[src/rtl/param_fifo_pkg.sv]
// Shared defaults and helpers for the parameterised synchronous FIFO.
package param_fifo_pkg;

  localparam int DEF_DATA_WIDTH = 16;
  localparam int DEF_DEPTH      = 8;
  localparam int DEF_AF_GAP     = 1;
  localparam int DEF_AE_GAP     = 1;

  // Occupancy must represent 0..DEPTH inclusive, hence one bit above the address width.
  function automatic int cnt_width(input int depth);
    return $clog2(depth) + 1;
  endfunction

endpackage

[src/rtl/param_fifo_mem.sv]
// FIFO storage array: one synchronous write port, one asynchronous read port.
module param_fifo_mem
  import param_fifo_pkg::*;
#(
  parameter int DATA_WIDTH = DEF_DATA_WIDTH,
  parameter int DEPTH      = DEF_DEPTH
) (
  input  logic                     clk,
  input  logic                     wr_en,
  input  logic [$clog2(DEPTH)-1:0] wr_addr,
  input  logic [DATA_WIDTH-1:0]    wr_data,
  input  logic [$clog2(DEPTH)-1:0] rd_addr,
  output logic [DATA_WIDTH-1:0]    rd_data
);

  logic [DATA_WIDTH-1:0] mem_r [DEPTH];

  // Storage write; contents are intentionally not reset.
  always_ff @(posedge clk) begin
    if (wr_en) begin
      mem_r[wr_addr] <= wr_data;
    end
  end

  assign rd_data = mem_r[rd_addr];

endmodule

[src/rtl/param_fifo.sv]
// Parameterised synchronous FIFO with occupancy flags and one-cycle status pulses.
// Define PARAM_FIFO_FWFT_EN for first-word fall-through output; default is registered read data.
module param_fifo
  import param_fifo_pkg::*;
#(
  parameter int DATA_WIDTH = DEF_DATA_WIDTH,
  parameter int DEPTH      = DEF_DEPTH,
  parameter int AF_GAP     = DEF_AF_GAP,
  parameter int AE_GAP     = DEF_AE_GAP
) (
  input  logic                          clk,
  input  logic                          rst_n,
  input  logic [DATA_WIDTH-1:0]         data_in,
  input  logic                          wr_en,
  input  logic                          rd_en,
  output logic [DATA_WIDTH-1:0]         data_out,
  output logic                          wr_ack,
  output logic                          overflow,
  output logic                          underflow,
  output logic                          full,
  output logic                          empty,
  output logic                          almostfull,
  output logic                          almostempty,
  output logic [cnt_width(DEPTH)-1:0]   count
);

  localparam int AW = $clog2(DEPTH);
  localparam int CW = cnt_width(DEPTH);
  localparam logic [CW-1:0] FULL_CNT = CW'(DEPTH);
  localparam logic [CW-1:0] AF_CNT   = CW'(DEPTH - AF_GAP);
  localparam logic [CW-1:0] AE_CNT   = CW'(AE_GAP);

  logic [AW-1:0]         wr_ptr_r;
  logic [AW-1:0]         rd_ptr_r;
  logic [CW-1:0]         count_r;
  logic [CW-1:0]         count_nxt_s;
  logic                  wr_ack_r;
  logic                  overflow_r;
  logic                  underflow_r;
  logic                  full_s;
  logic                  empty_s;
  logic                  do_wr_s;
  logic                  do_rd_s;
  logic [DATA_WIDTH-1:0] rd_data_s;

  assign full_s  = (count_r == FULL_CNT);
  assign empty_s = (count_r == {CW{1'b0}});
  // Full blocks only the write and empty only the read, so a collision degrades to one op.
  assign do_wr_s = wr_en & ~full_s;
  assign do_rd_s = rd_en & ~empty_s;

  param_fifo_mem #(
    .DATA_WIDTH (DATA_WIDTH),
    .DEPTH      (DEPTH)
  ) u_mem (
    .clk     (clk),
    .wr_en   (do_wr_s),
    .wr_addr (wr_ptr_r),
    .wr_data (data_in),
    .rd_addr (rd_ptr_r),
    .rd_data (rd_data_s)
  );

  // Occupancy update: write-only increments, read-only decrements, otherwise hold.
  always_comb begin
    count_nxt_s = count_r;
    case ({do_wr_s, do_rd_s})
      2'b10:   count_nxt_s = count_r + CW'(1);
      2'b01:   count_nxt_s = count_r - CW'(1);
      default: count_nxt_s = count_r;
    endcase
  end

  // Pointer, occupancy and status-pulse registers.
  always_ff @(posedge clk or negedge rst_n) begin
    if (!rst_n) begin
      wr_ptr_r    <= {AW{1'b0}};
      rd_ptr_r    <= {AW{1'b0}};
      count_r     <= {CW{1'b0}};
      wr_ack_r    <= 1'b0;
      overflow_r  <= 1'b0;
      underflow_r <= 1'b0;
    end else begin
      wr_ptr_r    <= do_wr_s ? wr_ptr_r + AW'(1) : wr_ptr_r;
      rd_ptr_r    <= do_rd_s ? rd_ptr_r + AW'(1) : rd_ptr_r;
      count_r     <= count_nxt_s;
      wr_ack_r    <= do_wr_s;
      overflow_r  <= wr_en & full_s;
      underflow_r <= rd_en & empty_s;
    end
  end

`ifdef PARAM_FIFO_FWFT_EN
  assign data_out = empty_s ? {DATA_WIDTH{1'b0}} : rd_data_s;
`else
  logic [DATA_WIDTH-1:0] data_out_r;

  // Registered read data, captured only on an accepted read.
  always_ff @(posedge clk or negedge rst_n) begin
    if (!rst_n) begin
      data_out_r <= {DATA_WIDTH{1'b0}};
    end else if (do_rd_s) begin
      data_out_r <= rd_data_s;
    end else begin
      data_out_r <= data_out_r;
    end
  end

  assign data_out = data_out_r;
`endif

  assign wr_ack      = wr_ack_r;
  assign overflow    = overflow_r;
  assign underflow   = underflow_r;
  assign full        = full_s;
  assign empty       = empty_s;
  assign almostfull  = (count_r >= AF_CNT) & ~full_s;
  assign almostempty = (count_r <= AE_CNT) & ~empty_s;
  assign count       = count_r;

endmodule

[config.mk]
export PLATFORM = sky130hd
export DESIGN_NAME = param_fifo
export DESIGN_NICKNAME = d
export VERILOG_FILES = /design/src/rtl/param_fifo_pkg.sv /design/src/rtl/param_fifo_mem.sv /design/src/rtl/param_fifo.sv
export SDC_FILE = /design/constraint.sdc
export NUM_CORES = 1
export LEC_CHECK = 0
export CAP_MARGIN = 20
export CELL_PAD_IN_SITES_DETAIL_PLACEMENT = 2
export CELL_PAD_IN_SITES_GLOBAL_PLACEMENT = 2
export CORE_MARGIN = 5
export CORE_UTILIZATION = 45
export CTS_BUF_LIST = sky130_fd_sc_hd__clkbuf_8
export DETAILED_ROUTE_END_ITERATION = 8
export PLACE_DENSITY_LB_ADDON = 0.1
export SLEW_MARGIN = 40
export SYNTH_ARGS = -nofsm -noshare
export SYNTH_HDL_FRONTEND = slang
export SYNTH_SLANG_ARGS = --single-unit
[constraint.sdc]
create_clock -name clk -period 3.05 [get_ports clk]
set_input_delay 0.61 -clock clk [delete_from_list [all_inputs] [get_ports clk]]
set_output_delay 0.61 -clock clk [all_outputs]
set_load 0.005 [all_outputs]
# Word-level counts from Yosys, hierarchy flattened
# Memories as Yosys holds them, arrays and structs flattened. A register that Yosys moved wholly into a read port is not among the register bits.
# Cells that the tools add are included.
dict set report classes {
  reduce_logical 3
  n_bitwise 8
  eq_ne 3
  magnitude_cmp 2
  mux 3
  n_addsub 4
}
# op n
set op_table {}
lappend op_table {{one-hot mux 4 bit (2 select lines)} 1}
lappend op_table {{adder 3 x 1 -> 3 bit, second input constant} 2}
lappend op_table {{AND 1 bit} 6}
lappend op_table {{adder 4 x 1 -> 4 bit, second input constant} 1}
lappend op_table {{equality test 4 bit, second input constant} 1}
lappend op_table {{greater-or-equal comparator 4 x 3 -> 1 bit, second input constant} 1}
lappend op_table {{less-or-equal comparator 4 x 1 -> 1 bit, second input constant} 1}
lappend op_table {{zero test 4 bit} 1}
lappend op_table {{subtractor 4 x 1 -> 4 bit, second input constant} 1}
lappend op_table {{equality test 2 x 1 -> 1 bit, second input constant} 1}
lappend op_table {{equality test 2 bit, second input constant} 1}
lappend op_table {{two-way mux 1 bit} 2}
lappend op_table {{NOT 1 bit} 2}
lappend op_table {{nonzero test 2 bit} 1}
lappend op_table {{zero test 1 bit} 1}
dict set report word_totals {
  elab_cells 30
  reg_bits 13
  input_bits 20
  output_inout_bits 27
  n_memories 1
  mem_bits_rw 128
}
# memory words width rd rd_clocked_by_memory_dff write_ports line_no
set mem_list {}
lappend mem_list {u_mem.mem_r 8 16 1 1 1 param_fifo_mem.sv:16} ;# logic [DATA_WIDTH-1:0] mem_r [DEPTH];

# Logic depth before layout (Yosys ltp)
# Gate-level depths: netlist of run 1.
dict set report depth {
  word_depth 5
  mapped_depth 11
  ltp_nobuf 9
}

# By module
# A second synthesis of run 1 with hierarchy kept.
dict set report hier_totals {
  cells_unflattened 285
  hier_area_um2 6253.5
}
# module cells_each area_each_um2 instances seq_area_each_um2
set by_module_without_submodules {}
lappend by_module_without_submodules {param_fifo_mem 198 4973.5 1 3843.7}
lappend by_module_without_submodules {param_fifo 87 1280.0 1 725.7}

# Worst setup path before layout of run 1
# Ideal clock, no wire load.
dict set report synth_timing {
  path_type {flip-flop to flip-flop}
  start {register count_r[0] (netlist: count[0])}
  end {memory u_mem.mem_r[1][0] (netlist name), enable pin}
  setup_slack_ps 449
  t_required_ps 2641
  setup_ps 409
  path_buffers 0
  period_less_slack_ps 2601
  t_arrival_ps 2192
  path_stages_with_launch 6
  path_cell_list {dfrtp_1 -> inv_1 -> ha_1 -> nand3b_1 -> nand3_1 -> nor3_1}
}
dict set report synth_between {
  elab_chain_len 5
}
# element line_no
set synth_rtl {}
lappend synth_rtl {{start, declared} param_fifo.sv:35} ;# logic [CW-1:0] count_r;
lappend synth_rtl {{start signal, assigned} param_fifo.sv:79} ;# count_r <= {CW{1'b0}};
lappend synth_rtl {{start signal, assigned} param_fifo.sv:86} ;# count_r <= count_nxt_s;
lappend synth_rtl {{equality test 4 bit} param_fifo.sv:46} ;# assign full_s = (count_r == FULL_CNT);
lappend synth_rtl {{NOT 1 bit} param_fifo.sv:49} ;# assign do_wr_s = wr_en & ~full_s;
lappend synth_rtl {{AND 1 bit} param_fifo.sv:49}
lappend synth_rtl {{two-way mux 1 bit} param_fifo_mem.sv:20} ;# if (wr_en) begin
lappend synth_rtl {{two-way mux 1 bit (implied by the code)} param_fifo_mem.sv:21} ;# mem_r[wr_addr] <= wr_data;
lappend synth_rtl {{end, declared} param_fifo_mem.sv:16}
# Every way passes these cells.

# Worst setup path after layout of run 1
dict set report layout_timing {
  start {register count_r[0] (netlist: count[0])}
  end {output empty}
}
dict set report layout_between {
  elab_chain_len 1
}
# element line_no
set layout_rtl {}
lappend layout_rtl {{zero test 4 bit} param_fifo.sv:47} ;# assign empty_s = (count_r == {CW{1'b0}});
lappend layout_rtl {{end, declared} param_fifo.sv:21} ;# output logic empty,
# Every way passes these cells.

==> results of run 1 <==
[synth_stat cells]
| library cell | n |
|---|---|
| xnor2_1 | 7 |
| buf_8 | 2 |
| mux2_2 | 23 |
| edfxtp_1 | 128 |
| mux2_1 | 11 |
| inv_1 | 6 |
| o31ai_2 | 16 |
| clkbuf_1 | 3 |
| and2_1 | 2 |
| nand3b_1 | 3 |
| nand3_1 | 2 |
| nor2_1 | 9 |
| o21ai_0 | 19 |
| nand2_1 | 4 |
| or4b_1 | 1 |
| buf_2 | 7 |
| nor2b_1 | 1 |
| a21oi_2 | 1 |
| inv_2 | 1 |
| nand2b_1 | 4 |
| a22o_1 | 16 |
| o22ai_1 | 16 |
| nand4b_1 | 1 |
| buf_6 | 6 |
| nor3b_1 | 1 |
| mux2i_1 | 33 |
| dfrtp_1 | 29 |
| nor4_1 | 1 |
| nor3_1 | 2 |
| xor2_1 | 1 |
| ha_1 | 7 |
[power by group]
group / leakage (nW) / internal, mW / switching [mW]
registers: 1.51 / 2.77 / 0.298
clock network: 0.175 / 0.637 / 0.766
logic: 0.935 / 1.12 / 1.22
total: 2.62 / 4.53 / 2.28
[worst min path at each step]
stage | start | end | slack (ps) | cells past startpoint
global route | rst_n | data_out[6]$_DFFE_PN0P_ | 110 | 1
global placement | wr_ptr_r[0]$_DFFE_PN0P_ | wr_ptr_r[0]$_DFFE_PN0P_ | 500 | 1
detailed placement | wr_ptr_r[0]$_DFFE_PN0P_ | wr_ptr_r[0]$_DFFE_PN0P_ | 520 | 1
floorplan | rst_n | count[0]$_DFFE_PN0P_ | 310 | 0
CTS | rst_n | data_out[3]$_DFFE_PN0P_ | 240 | 1
finish | rst_n | data_out[6]$_DFFE_PN0P_ | 100 | 1
[sequential cells by signal (all words and copies together), names as in the netlist]
register / cells
rd_ptr_r: 3
overflow: 1
wr_ack: 1
u_mem.mem_r: 128
data_out: 16
wr_ptr_r: 3
count: 4
underflow: 1
[worst max-delay path: stages, from the launching register on]
cell             delay [ps]
dfrtp_1                 470
inv_1                   110
ha_1                    250
nor3b_2                 260
clkdlybuf4s50_1         620
[layout make-up]
| class | count | area share |
|---|---|---|
| repair buffers | 64 | 0.0820 |
| clock buffers | 17 | 0.0317 |
| multi-input cells | 181 | 0.217 |
| clock inverters | 15 | 0.0168 |
| well taps | 180 | 0.0305 |
| inverters | 7 | 0.00356 |
| flip-flops and latches | 157 | 0.619 |
[layout by cell type (no fill, tap or decap), types with 4 or more instances in the layout]
cell type        instances
a22o_1                  16
edfxtp_1               128
mux2_2                  23
o21ai_0                 19
inv_1                    6
clkinv_2                 5
xnor2_1                  7
o22ai_1                 16
mux2i_1                 33
nand2_1                  4
ha_1                     7
mux2_1                  11
buf_4                   18
clkbuf_8                17
clkdlybuf4s50_1         45
dfrtp_1                 28
o31ai_2                 16
nor2_1                   9
clkinvlp_4               4
[logic make-up after synthesis]
| logic type | count (synthesis) | synth area share |
|---|---|---|
| adders and majority gates | 7 | 0.0139 |
| muxes | 67 | 0.113 |
| and+or+nand+nor | 31 | 0.0265 |
| buffers and inverters | 25 | 0.0269 |
| xor gates and xnor gates | 8 | 0.0111 |
| DFF | 157 | 0.723 |
| AOI/OAI and AO/OA | 68 | 0.0861 |
[routing by layer]
layer	part of all wire	wire length (µm)
met5	0	0
met4	0.021	316
met2	0.53	8040
met1	0.42	6250
met3	0.029	436
==> results.py, run 1 <==
metrics = {
    "timing": {
        "rsz0062_at_grt": "false",
        "fin_setup_tns_ps": 0,
        "slew_headroom": 0.456,
        "worst_pin_slew_ps": 815,
        "setup_viol": 0,
        "skew_ps": 9.31,
        "drv_slew": 0,
        "fin_crit_sh": 0.908,
        "hold_viol_final": 0,
        "layout_min_cycle_time_ps": 2770,
        "whs_ps": 105,
        "timing.final.ws_setup_ps": 282,
        "max_freq_mhz": 361,
    },
    "cts": {
        "cts.sink_count": 157,
        "cts_tree": "yes",
        "clk_path_buf_depth": 2,
        "insertion_delay_ps": 450,
        "cts-root-buf": "clkbuf_8",
        "cts_resized": 0,
        "cts_max_level": 4,
        "cts_buffers": 17,
        "cts_setup_buffers": 0,
        "cts.clk_slew.worst_paths_ps": 80,
        "hold_buffers": 0,
    },
    "finish": {
        "fill_cells": 1229,
        "drive_gt1_frac": 0.218,
        "register_area_um2": 4570,
        "syn_to_final_growth_pct": 16.8,
        "antennaDiodeCount": 0,
        "post-route-util": 0.534,
        "nNetsFinal": 455,
        "final_cells": 621,
        "stdcell_area_um2": 7390,
        "multiInputGateArea_um2": 1600,
    },
    "synthesis": {
        "synth-seq-area-share": 0.723,
        "synth_warnings": 0,
        "syn_inst": 363,
        "netlist.top_cell.by_area": "edfxtp_1",
        "synth-seq-cells": 157,
        "syn_area_per_cell_um2": 17.4,
        "synth_top_area_frac": 0.608,
        "synth_nets": 390,
        "synth_area_um2": 6320,
        "yosysUniqueCellTypes": 31,
        "synth_area_leaders": "edfxtp_1, dfrtp_1, mux2i_1",
    },
    "global_routing": {
        "grt_pass1_wl_um": 22900,
        "use_met2": 0.343,
        "gr-usage-met3": 0.0444,
        "antenna_found_initial": 0,
        "grt_max_degree": 51,
        "grt_pass1_vias": 3863,
        "use_met1": 0.230,
        "top_usage_layer": "met2",
        "grt_use_total": 0.193,
        "overflow": 0,
    },
    "worst_setup_path": {
        "cp-endpoint": "empty",
        "startpoint": "count[0]$_DFFE_PN0P_",
        "arrival_ps": 2160,
        "end_kind": "output port",
        "crit_type": "flip-flop to output port",
        "crit_fanout": 7,
        "start_kind": "flip-flop",
        "ff2ff_setup_slack_ps": 520,
        "ff2ff_path_depth": 10,
        "crit_required_ps": 2440,
        "worst_r2r_endpoint": "count[3]$_DFFE_PN0P_",
        "worstReg2RegStart": "count[0]$_DFFE_PN0P_",
    },
    "pwr": {
        "power_mw": 6.81,
        "irDropWorstVdd_v": 0.000374,
        "powerDensity_nw_per_um2": 921,
        "p_leak_nw": 2.62,
    },
    "routing": {
        "drt-initial-drc-count": 216,
        "drt-pass1-iter-count": 4,
        "vias": 3415,
        "via_per_inst": 5.50,
        "drcViolationCount": 0,
        "wl_per_cell_um": 24.2,
        "ant_nets": 0,
        "wirelength_um": 15000,
    },
    "placed_design": {
        "place_inst": 589,
        "place_congestion": 0.710,
        "place_hpwl_um": 9340,
        "pre_cts_ws_ps": 531,
        "io_buffers": 46,
        "placed_cell_area_um2": 7030,
    },
    "floorplanning": {
        "die_h_um": 129,
        "io_pins": 47,
        "die_width_um": 129,
        "die_area_um2": 16500,
        "coreArea_um2": 13800,
        "num_rows": 43,
        "start_util": 0.457,
    },
    "worst_hold_path": {
        "hp-class": "input port to async pin",
    },
    "run_status": {
        "status": "finished clean",
    },
    "run": {
        "maxCapViolations": 0,
    },
}
Note: power is estimated with default switching activity, not from simulation.
==> run 2, diff against run 1 <==
CAP_MARGIN = 25   (was 20)
==> results of run 2 <==
No change in the layout: final DEF, timing and power equal those of run 1.
==> edit 1, RTL diff (flow settings as in run 2) <==
Make the reset (`rst_n`) synchronous in 2 clocked blocks. Comments in the files are not updated.
--- a/src/rtl/param_fifo.sv
+++ b/src/rtl/param_fifo.sv
@@ -74,3 +74,3 @@
   // Pointer, occupancy and status-pulse registers.
-  always_ff @(posedge clk or negedge rst_n) begin
+  always_ff @(posedge clk) begin
     if (!rst_n) begin
@@ -98,3 +98,3 @@
   // Registered read data, captured only on an accepted read.
-  always_ff @(posedge clk or negedge rst_n) begin
+  always_ff @(posedge clk) begin
     if (!rst_n) begin
Formal check against the unedited RTL: differs if rst_n is asserted again (counterexample within 4 cycles, from zero or initial values and one cycle with rst_n low); with rst_n held inactive, the same outputs for 10 cycles.
==> edit 1 against run 2 <==
Routed wire length up 4.1%. Final area shrank 2.0%. Via count grew 3.5%. Clock skew grew 0.0038 ns. Setup slack got worse by 0.053 ns. Critical path type unchanged. Sequential cell count stayed put. Clock power increased by 8%. Area after synthesis decreased by 2.9%. Synthesized cell count up 4.1%. Non-clock buffer count rose by 1. Power is 20% lower. Utilization grew 1.0 points.
==> edit 1: results (changes against run 2) <==
Syn Area/Cell: 16.23 um2 (was 17.42 um2)
Final setup skew: 0.01311 ns (was 0.009313 ns)
Post-detailed-placement half-perimeter wirelength: 9.814 mm (was 9.344 mm)
Maximum number of pins on one net before global-route repair: 55 (was 51)
Layout-stage area growth over the synthesis result: 17.96% (was 16.82%)
Placed cell area: 6853 um2 (was 7025 um2)
Min-Delay Path Class: flip-flop to flip-flop (was primary input to async pin)
Proportion of synthesized chip area in sequential cells: 0.7210 (was 0.7227)
Root buffer cell: sky130_fd_sc_hd__clkbuf_8 (unchanged)
Worst slack, placed: 0.3865 ns (was 0.5313 ns)
Via count of the first global-routing pass: 4,017 (was 3,863)
Vias per cell: 5.585 (was 5.499)
Worst vdd ir: 0.0003431 V (was 0.0003742 V)
Top area cells in the synthesized netlist: sky130_fd_sc_hd__edfxtp_1, sky130_fd_sc_hd__dfxtp_1, sky130_fd_sc_hd__mux2i_1 (was sky130_fd_sc_hd__edfxtp_1, sky130_fd_sc_hd__dfrtp_1, sky130_fd_sc_hd__mux2i_1)
Met3 Resource Use GR: 0.03573 (was 0.04442)
Later-pin clock latency in the skew report: 0.45 ns (about the same)
Number of distinct library cells after synthesis: 42 (was 31)
Placer Congestion: 0.7423 (was 0.7101)
Tot GR Track Use: 0.2044 (was 0.1934)
Register containing the most flip-flops in the final layout: u_mem.mem_r (unchanged)
Total detailed-routing wirelength: 15.66 mm (was 15.04 mm)
Endpoint arrival time on the critical path: 2.21 ns (was 2.16 ns)
GRT met2 Usage: 0.3814 (was 0.3432)
Run status: complete, no violations (unchanged)
Max Fanout on Critical Path: 6 (was 7)
GR Util met1: 0.2371 (was 0.2296)
Number of nets in the layout: 471 (was 455)
Asr flop ratio synth: 0 (was 0.1847)
Crit path largest cell delay: 0.50 ns (was 0.62 ns)
Net Count, Synth: 405 (was 390)
Routed wirelength normalized by instance count: 24.74 um (was 24.22 um)
Worst Tran Pin Value: 0.8199 ns (was 0.8147 ns)
edit 1: cell types whose count changed after synthesis, sizes merged, moves of 5 or more:
cell	change
nor2	+14
dfxtp	+29
o31ai	-16
o21ai	-17
dfrtp	-29
and2	+5
a22oi	+15
edit 1: power breakdown:
group          internal, W  switching, W  total, W  leakage [nW]
combinational     0.000693      0.000551   0.00124         0.850
sequential         0.00247      0.000238   0.00271          1.40
clock             0.000722      0.000785   0.00151         0.184
edit 1: path summary, 6_finish.rpt:
path | startpoint | to | slack (ns) | cells after the start
min reg2reg | data_out[4] | data_out[4] | 0.49 | 1
min | data_out[4] | data_out[4] | 0.49 | 1
max reg2reg | count[0] | count[3] | 0.47 | 10
max | count[1] | empty | 0.23 | 5
edit 1: metrics by stage:
stage	utilization	hold WS [ns]
3_3_place_gp	0.5154	0.4548
2_1_floorplan	-	0.4656
5_1_grt	0.5444	0.5197
4_1_cts	0.5442	0.4997
6_report	0.5444	0.4920
3_5_place_dp	0.5154	0.4769
edit 1: cell families after synthesis:
family | after synthesis | synth area share
DFF | 157 | 0.7210
muxes | 63 | 0.1089
and+or+nand+nor | 62 | 0.05363
AOI/OAI and AO/OA | 59 | 0.07035
buffers and inverters | 24 | 0.02325
adders and majority gates | 7 | 0.01427
xor gates and xnor gates | 6 | 0.008564
edit 1: final cells by class:
class | count | area, um2
fillers | 1195 | 6057
flip-flops and latches | 157 | 4428
multi-input cells | 197 | 1582
repair buffers | 65 | 603.1
clock buffers | 17 | 234.0
well taps | 176 | 220.2
clock inverters | 15 | 148.9
inverters | 6 | 22.52
edit 1: layer usage:
metal	share of wire	vias up
met2	0.56	65
met4	0.011	0
met5	0	-
met3	0.027	12
met1	0.40	1868
li1	-	1590
==> edit 2, RTL diff (config.mk and constraints of run 2) <==
Without the edit above. Build with the macro `PARAM_FIFO_FWFT_EN` defined.
--- a/src/rtl/param_fifo.sv
+++ b/src/rtl/param_fifo.sv
@@ -2,2 +2,4 @@
 // Define PARAM_FIFO_FWFT_EN for first-word fall-through output; default is registered read data.
+`define PARAM_FIFO_FWFT_EN
+
 module param_fifo
Function: changed (a bounded check fails within 4 cycles, from zero or initial values and one cycle with rst_n low).
==> edit 2 against run 2 <==
Clock skew down 0.0040 ns. Power shrank 7.2%. Utilization increased by 1.9 points. Combinational power up 2%. Sequential power shrank 15%. Setup slack worse by 0.17 ns. Area after synthesis is 12% lower. Clock power is 5% lower. Routed wire length fell by 19%. Final area is 9.6% lower. Sequential cell count shrank 16. Largest power group unchanged.
==> edit 2: results (changes against run 2) <==
Count of antenna diodes in the layout: 0 (unchanged)
First-iteration detailed-routing DRC count: 214 (was 216)
Top area cells in the synthesized netlist: sky130_fd_sc_hd__edfxtp_1, sky130_fd_sc_hd__mux4_1, sky130_fd_sc_hd__mux4_2 (was sky130_fd_sc_hd__edfxtp_1, sky130_fd_sc_hd__dfrtp_1, sky130_fd_sc_hd__mux2i_1)
Commonest cells post-synth: sky130_fd_sc_hd__edfxtp_1, sky130_fd_sc_hd__mux4_2, sky130_fd_sc_hd__a22o_1 (was sky130_fd_sc_hd__edfxtp_1, sky130_fd_sc_hd__mux2i_1, sky130_fd_sc_hd__dfrtp_1)
Relative slew slack: 0.5699 (was 0.4556)
CTS clock-pin slew for the worst setup and hold paths: 0.07 ns
Net Count, Synth: 280 (was 390)
Flip-flop count of the largest register, all copies and words added: 128 (unchanged)
Leakage: 2.269 nW (was 2.618 nW)
Global-route wire length before repair: 19.06 mm (was 22.92 mm)
Number of nets in the layout: 352 (was 455)
H-tree level count: 4 (unchanged)
Worst Hold Margin: 0.5337 ns (was 0.1047 ns)
Synth warn: 0 (unchanged)
EDFF count, synth: 128 (unchanged)
# port buffers: 46 (unchanged)
Number of instances on the worst hold path: 1
FILL cells: 1,020 (was 1,229)
Capture point of the worst reg-to-reg path: count[3] (unchanged)
Endpoint with the worst hold slack: wr_ptr_r[0]
Maximum number of pins on one net before global-route repair: 26 (was 51)
Minimum clock period: 2.937 ns (was 2.768 ns)
Final setup skew: 0.005283 ns (was 0.009313 ns)
Worst vdd ir: 0.0004310 V (was 0.0003742 V)
Detailed-routing iteration count for the pre-antenna-repair pass: 4 (unchanged)
Vias after detailed routing: 2,719 (was 3,415)
Asr flop ratio synth: 0.09220 (was 0.1847)
TritonCTS buffer count: 17 (unchanged)
Endpoint arrival time on the critical path: 2.33 ns (was 2.16 ns)
Proportion of synthesized chip area in sequential cells: 0.7491 (was 0.7227)
Antenna violations before repair: 0 (unchanged)
Max Fanout on Critical Path: 16 (was 7)
Tot GR Track Use: 0.1825 (was 0.1934)
Post-detailed-placement half-perimeter wirelength: 7.164 mm (was 9.344 mm)
Number of distinct library cells after synthesis: 30 (was 31)
Run status: complete, no violations (unchanged)
Via count of the first global-routing pass: 3,082 (was 3,863)
Total detailed-routing wirelength: 12.18 mm (was 15.04 mm)
Maximum clock insertion buffer count: 2 (unchanged)
Number of cells traversed by the worst register-to-register path: 9 (was 10)
Dominant synthesized flop cell: sky130_fd_sc_hd__edfxtp_1 (unchanged)
Startpoint of the lowest-slack hold path: wr_ptr_r[0]
Worst slack, placed: 0.3423 ns (was 0.5313 ns)
Layout cell share with drive strength beyond 1: 0.2143 (was 0.2177)
Min-Delay Path Class: flip-flop to flip-flop (was primary input to async pin)
Placer Congestion: 0.7466 (was 0.7101)
Reg-to-reg startpoint: count[1] (was count[0])
Register containing the most flip-flops in the final layout: u_mem.mem_r (unchanged)
Later-pin clock latency in the skew report: 0.43 ns (was 0.45 ns)
Register-to-register setup slack: 0.58 ns (was 0.52 ns)
Root buffer cell: sky130_fd_sc_hd__clkbuf_8 (unchanged)
==> edit 2: cell type report <==
cell class              count  area [um2]  share of cell area
clock buffers              17       234.0             0.03504
clock inverters            12       106.4             0.01593
inverters                   5       18.77            0.002811
multi-input cells          97        1311              0.1964
flip-flops and latches    141        4172              0.6248
well taps                 168       210.2             0.03148
repair buffers             64       624.3             0.09352
==> edit 2: stage by stage <==
step	area [um2]	power (W)	std cells
2_1_floorplan	5565	0.003931	254
3_3_place_gp	6282	0.004868	471
3_5_place_dp	6282	0.004944	471
4_1_cts	6680	0.006427	504
5_1_grt	6676	0.006663	504
6_report	6676	0.006318	504
==> edit 2: logic make-up (layout without fill, tap and decap cells) <==
group,after synthesis,count (layout),synth area share
AO/OA/AOI/OAI,20,20,0.02877
buffers and inverters,16,98,0.02046
AND/OR/NAND/NOR,28,28,0.03013
adder cells (fa/ha/maj),6,6,0.01349
multiplexers,35,35,0.1455
XOR/XNOR,8,8,0.01259
flip-flops,141,141,0.7491
==> edit 2: how the worst max path moves through the flow <==
stage / start / endpoint / slack, ns / cells past startpoint
after global routing: count[0] / data_out[11] / 0.009 / 7
after global placement: count[0] / data_out[7] / 0.42 / 7
after detailed placement: count[0] / data_out[11] / 0.34 / 7
after floorplan: count[0] / u_mem.mem_r[1][0] / 0.45 / 5
after CTS: count[1] / data_out[11] / 0.03 / 7
final: count[1] / data_out[11] / 0.11 / 7
==> edit 2: power breakdown <==
part,switching [W],leakage (nW),internal (W)
sequential,0.000157,1.32,0.00245
clock,0.000644,0.174,0.000690
combinational,0.00107,0.779,0.00130
==> edit 2: repair_timing <==
action / in CTS / in global routing
endpoints found under the hold margin: 0 / 0
endpoints found under the setup margin: 16 / 10
cloned: 1 / 0
setup buffers: 3 / 0
resized for setup: 8 / 3
==> edit 2: routing by layer <==
metal,global-route usage,vias to the layer above,share of wire
met4,0.07353,0,0.013
li1,-,1200,-
met5,0,-,0
met1,0.2363,1461,0.43
met3,0.03543,13,0.027
met2,0.3046,45,0.53
==> edit 2: critical path, stage by stage (launching register included) <==
cell and delay, ns:
sky130_fd_sc_hd__dfrtp_1 0.39, sky130_fd_sc_hd__inv_2 0.09, sky130_fd_sc_hd__ha_4 0.16, sky130_fd_sc_hd__nor3b_4 0.29, sky130_fd_sc_hd__nor2b_2 0.10, sky130_fd_sc_hd__buf_12 0.17
sky130_fd_sc_hd__a22o_1 0.24, sky130_fd_sc_hd__clkdlybuf4s50_1 0.46
